`src/rtl/sccb_cfg_sequencer.sv`:
```
// Walks the camera config ROM and turns each entry into one SCCB register write,
// honouring timed-delay (FF_F0) and end-of-table (FF_FF) marker entries.
module sccb_cfg_sequencer #(
    parameter int unsigned CLK_FREQ_HZ = 25_000_000,
    parameter int unsigned DELAY_MS    = 1,
    parameter int unsigned MAX_RETRY   = 2
) (
    input  logic        i_clk,
    input  logic        i_rstn,
    input  logic        i_start,
    output logic [7:0]  o_rom_addr,
    input  logic [15:0] i_rom_data,
    output logic        o_sccb_valid,
    input  logic        i_sccb_ready,
    output logic [7:0]  o_sccb_addr,
    output logic [7:0]  o_sccb_data,
    input  logic        i_sccb_done,
    input  logic        i_sccb_nack,
    output logic        o_busy,
    output logic        o_done,
    output logic        o_err
);

    localparam int unsigned DELAY_CYCLES = CLK_FREQ_HZ / 1000 * DELAY_MS;
    localparam int unsigned CNT_W        = $clog2(DELAY_CYCLES) + 1;
    localparam int unsigned RETRY_W      = (MAX_RETRY > 0) ? $clog2(MAX_RETRY + 1) : 1;

    localparam logic [CNT_W-1:0]   DELAY_LOAD  = CNT_W'(DELAY_CYCLES - 1);
    localparam logic [RETRY_W-1:0] RETRY_LAST  = RETRY_W'(MAX_RETRY);
    localparam logic [15:0]        ENTRY_DELAY = 16'hFFF0;
    localparam logic [15:0]        ENTRY_END   = 16'hFFFF;

    typedef enum logic [3:0] {
        ST_IDLE,
        ST_FETCH,
        ST_ROMWAIT,
        ST_DECODE,
        ST_ISSUE,
        ST_ACKWAIT,
        ST_DELAY,
        ST_NEXT,
        ST_DONE
    } state_t;

    state_t             state;
    state_t             state_nx;
    logic [CNT_W-1:0]   delay_cnt;
    logic [RETRY_W-1:0] retry;

    always_ff @(posedge i_clk) begin
        if (!i_rstn) begin
            state <= ST_IDLE;
        end else begin
            state <= state_nx;
        end
    end

    always_comb begin
        state_nx = state;
        case (state)
            ST_IDLE, ST_DONE: begin
                if (i_start) state_nx = ST_FETCH;
            end
            ST_FETCH:   state_nx = ST_ROMWAIT;
            ST_ROMWAIT: state_nx = ST_DECODE;
            ST_DECODE: begin
                if (i_rom_data == ENTRY_END)        state_nx = ST_DONE;
                else if (i_rom_data == ENTRY_DELAY) state_nx = ST_DELAY;
                else                                state_nx = ST_ISSUE;
            end
            ST_ISSUE: begin
                if (i_sccb_ready) state_nx = ST_ACKWAIT;
            end
            ST_ACKWAIT: begin
                if (i_sccb_done) begin
                    if (i_sccb_nack && (retry != RETRY_LAST)) state_nx = ST_ISSUE;
                    else                                       state_nx = ST_NEXT;
                end
            end
            ST_DELAY: begin
                if (delay_cnt == '0) state_nx = ST_NEXT;
            end
            ST_NEXT: begin
                // Table without terminator stops after entry 255 rather than wrapping.
                if (o_rom_addr == 8'hFF) state_nx = ST_DONE;
                else                     state_nx = ST_FETCH;
            end
            default: state_nx = ST_IDLE;
        endcase
    end

    always_ff @(posedge i_clk) begin
        if (!i_rstn) begin
            o_rom_addr  <= '0;
            o_sccb_addr <= '0;
            o_sccb_data <= '0;
            o_err       <= 1'b0;
            retry       <= '0;
            delay_cnt   <= '0;
        end else begin
            case (state)
                ST_IDLE, ST_DONE: begin
                    if (i_start) begin
                        o_rom_addr <= '0;
                        o_err      <= 1'b0;
                        retry      <= '0;
                    end
                end
                ST_DECODE: begin
                    if (i_rom_data == ENTRY_DELAY) begin
                        delay_cnt <= DELAY_LOAD;
                    end else if (i_rom_data != ENTRY_END) begin
                        o_sccb_addr <= i_rom_data[15:8];
                        o_sccb_data <= i_rom_data[7:0];
                    end
                end
                ST_ACKWAIT: begin
                    if (i_sccb_done && i_sccb_nack) begin
                        if (retry == RETRY_LAST) o_err <= 1'b1;
                        else                     retry <= retry + RETRY_W'(1);
                    end
                end
                ST_DELAY: begin
                    if (delay_cnt != '0) delay_cnt <= delay_cnt - CNT_W'(1);
                end
                ST_NEXT: begin
                    retry <= '0;
                    if (o_rom_addr != 8'hFF) o_rom_addr <= o_rom_addr + 8'd1;
                end
                default: ;
            endcase
        end
    end

    always_comb begin
        o_sccb_valid = (state == ST_ISSUE);
        o_busy       = (state != ST_IDLE) && (state != ST_DONE);
        o_done       = (state == ST_DONE);
    end

endmodule

```
`config.mk`:
```
export PLATFORM = sky130hd
export DESIGN_NAME = sccb_cfg_sequencer
export DESIGN_NICKNAME = d
export VERILOG_FILES = /design/src/rtl/sccb_cfg_sequencer.sv
export SDC_FILE = /design/constraint.sdc
export NUM_CORES = 1
export LEC_CHECK = 0
export CORE_ASPECT_RATIO = 1.75
export CORE_UTILIZATION = 55
export DETAILED_ROUTE_END_ITERATION = 10
export GPL_TIMING_DRIVEN = 0
export PLACE_DENSITY_LB_ADDON = 0.25
export SLEW_MARGIN = 10
export SYNTH_ARGS = -nofsm -noshare
export SYNTH_HDL_FRONTEND = slang
export SYNTH_SLANG_ARGS = --single-unit
```
`constraint.sdc`:
```
create_clock -name i_clk -period 3.2 [get_ports i_clk]
set_input_delay 0.48 -clock i_clk [delete_from_list [all_inputs] [get_ports i_clk]]
set_output_delay 0.48 -clock i_clk [all_outputs]
set_load 0.01 [all_outputs]
```
==> impl_metrics.ini <==
[clocking]
cts_setup_buffers = 0
cts_hold_buf = 0
h-tree-depth = 2
cts_root_buf = clkbuf_8
post_cts_resized = 0
clk_latency_ns = 0.30
numCtsBuffers = 5
cts_tree = yes
cts_buffer_depth = 2
clk_pin_slew_ns = 0.09
clkSinkCount = 47

[floorplanning]
initial_core_util_pct = 56.9
dieHeight_um = 91.3
die_area_um2 = 4840
rows = 32
die_x_um = 53.0
core_area_um2 = 4400
pin_count = 50

[place]
gp_congestion = 0.847
place_area_um2 = 3060
dp_slack_ns = 0.629
port-buffer-count = 49
dp_hpwl_um = 4650

[global_route]
grt_pass1_wl_um = 10400
grt_pass1_vias = 2396
overflow = 0
track_usage_pct = 28.1
antenna_found_initial = 0
grt_max_degree = 15

[yosys]
synth.distinct_cells = 52
yosysSeqAreaShare_pct = 37.5
synth.top_cell.area_share_pct = 37.5
synthCells = 298
synth_nets = 324
async_flop_share_pct = 0
synth_area_leaders = dfxtp_1 (38%), nand2_1 (8.1%), mux2i_1 (7.2%)
synth_flop_cell = dfxtp_1
netlist_area_um2 = 2510
synth_largest_area_cell = dfxtp_1
synth_seq_cells = 47
yosysWarnings = 0
avgSynthCellArea_um2 = 8.41
synth_edf_count = 0

[drt]
drc = 0
antenna_left = 0
dr.first_iter.drc_count = 68
wl_um = 6210
vias = 2509
wire_per_inst_um = 15.3
post_drt_via_cell_ratio = 6.18
first_pass_iters = 4

[timing]
clock_skew_ns = 0.00809
period_needed_ns = 2.50
grt_setup_unrepaired = false
worst_slack_ns = 0.700
finalCritPeriodShare_pct = 78.1
maxSlewHeadroom_pct = 53.1
hold_viol_final = 0
setup_tns_ns = 0
fmaxAchievable_mhz = 400
tightest_slew_ns = 0.699
slew_violations = 0
finalSetupViolations = 0
holdWs_ns = 0.461

[finish]
multi_input_area_um2 = 1440
antenna_cells = 0
area_growth_pct = 27.4
final_util_pct = 72.5
num-nets-final = 380
drive_gt1_share_pct = 7.04
fill_cells = 369
final-seq-area_um2 = 941
post-route-cell-area_um2 = 3190

[pwr]
p_int_mw = 1.09
power_density_nw_per_um2 = 476
ir_drop_v = 0.000522
p_leak_nw = 1.06
p_clk_share_pct = 33.8
netSwitchingFraction_pct = 27.9
p_sw_mw = 0.425
power_frac_seq_pct = 42.2
combPwrFrac_pct = 24.0

[critical_path]
path_max_fanout = 10
r2r_start = delay_cnt[8]
arrival_ns = 2.02
cp-end-kind = output port
reg2reg_to = delay_cnt[0]
critPathKind = reg -> out
r2r_setup_slack_ns = 1.04
critPathCapture = o_done
reg2reg_depth = 5
critPathLaunchType = flop
cp-startpoint = state[1]
cp.required_ns = 2.72

[min_path]
hold_depth = 2
worstHoldPathType = reg -> reg

[flow_run]
maxCapViolCount = 0

[status]
run_status = finished clean
power by group through the flow:
stage | sequential (mW) | clock, mW | combinational, mW
floorplan | 0.657 | 0 | 0.218
global placement | 0.654 | 0 | 0.359
detailed placement | 0.654 | 0 | 0.362
CTS | 0.640 | 0.518 | 0.365
global route | 0.647 | 0.540 | 0.400
finish | 0.641 | 0.514 | 0.365
logic make-up after synthesis:
kind of cell	Yosys count	synth area share [%]
mux	19	7.63
fa+ha+maj	4	2.00
compound gates	68	18.9
flops	47	37.5
buf+inv	25	4.94
simple gates	135	29.0
stage by stage:
stage,instances,power [mW]
after global placement,398,1.01
after global routing,406,1.59
final,406,1.52
after detailed placement,398,1.02
after CTS,406,1.52
after floorplan,298,0.875
synth_stat cells (all sizes together), types with 7 or more instances:
cell type and number:
nand4 8, a21oi 13, dfxtp 47, clkbuf 14, nor2 11, nor3 7, inv 8, or4 10
nand2 54, a31oi 7, mux2i 18, nand3 13, o31ai 11, o21ai 11
cell usage in the layout (no fill, tap or decap), types with 10 or more instances in the layout:
cell / synthesis / routed
clkdlybuf4s50_1: 0 / 49
a21oi_1: 13 / 13
nand3_1: 13 / 13
nor2_1: 11 / 11
mux2i_1: 18 / 18
o21ai_0: 10 / 10
dfxtp_1: 47 / 47
o31ai_1: 11 / 11
nand2_1: 54 / 54
clkbuf_1: 12 / 13
state kept, by name, indices dropped and copies added, names as in the netlist:
name	cells
o_err	1
o_sccb_addr	8
o_rom_addr	8
o_sccb_data	8
state	4
delay_cnt	16
retry	2
worst min-delay path by stage:
stage | start | to | slack (ns)
final | o_sccb_addr[6] | o_sccb_addr[6] | 0.46
after global routing | o_sccb_data[5] | o_sccb_data[5] | 0.48
after CTS | o_sccb_addr[6] | o_sccb_addr[6] | 0.46
after detailed placement | o_sccb_addr[6] | o_sccb_addr[6] | 0.45
after global placement | o_sccb_addr[6] | o_sccb_addr[6] | 0.44
after floorplan | delay_cnt[1] | delay_cnt[1] | 0.45
layer usage:
metal / vias to the layer above / GRT usage [%] / part of all wire, %
met3: 14 / 4.86 / 2.7
met1: 1208 / 28.7 / 39
met4: 0 / 12.3 / 2.1
li1: 1227 / - / -
met2: 60 / 52.1 / 56
met5: - / 0 / 0
layout make-up:
class	instances	share of cell area (%)
multi-input combinational	226	45.2
sequential	47	29.5
timing repair buffer	49	15.4
buffer	17	2.94
clock buffer	6	2.27
tap	51	2.00
clock inverter	2	1.88
inverter	8	0.940
worst max-delay path, stage by stage, from the launching register on:
cell	delay [ns]
dfxtp_1	0.34
clkbuf_1	0.22
nor3_1	0.43
inv_1	0.10
nor2_1	0.10
clkdlybuf4s50_1	0.53
Note: power is estimated with default switching activity, not from simulation.
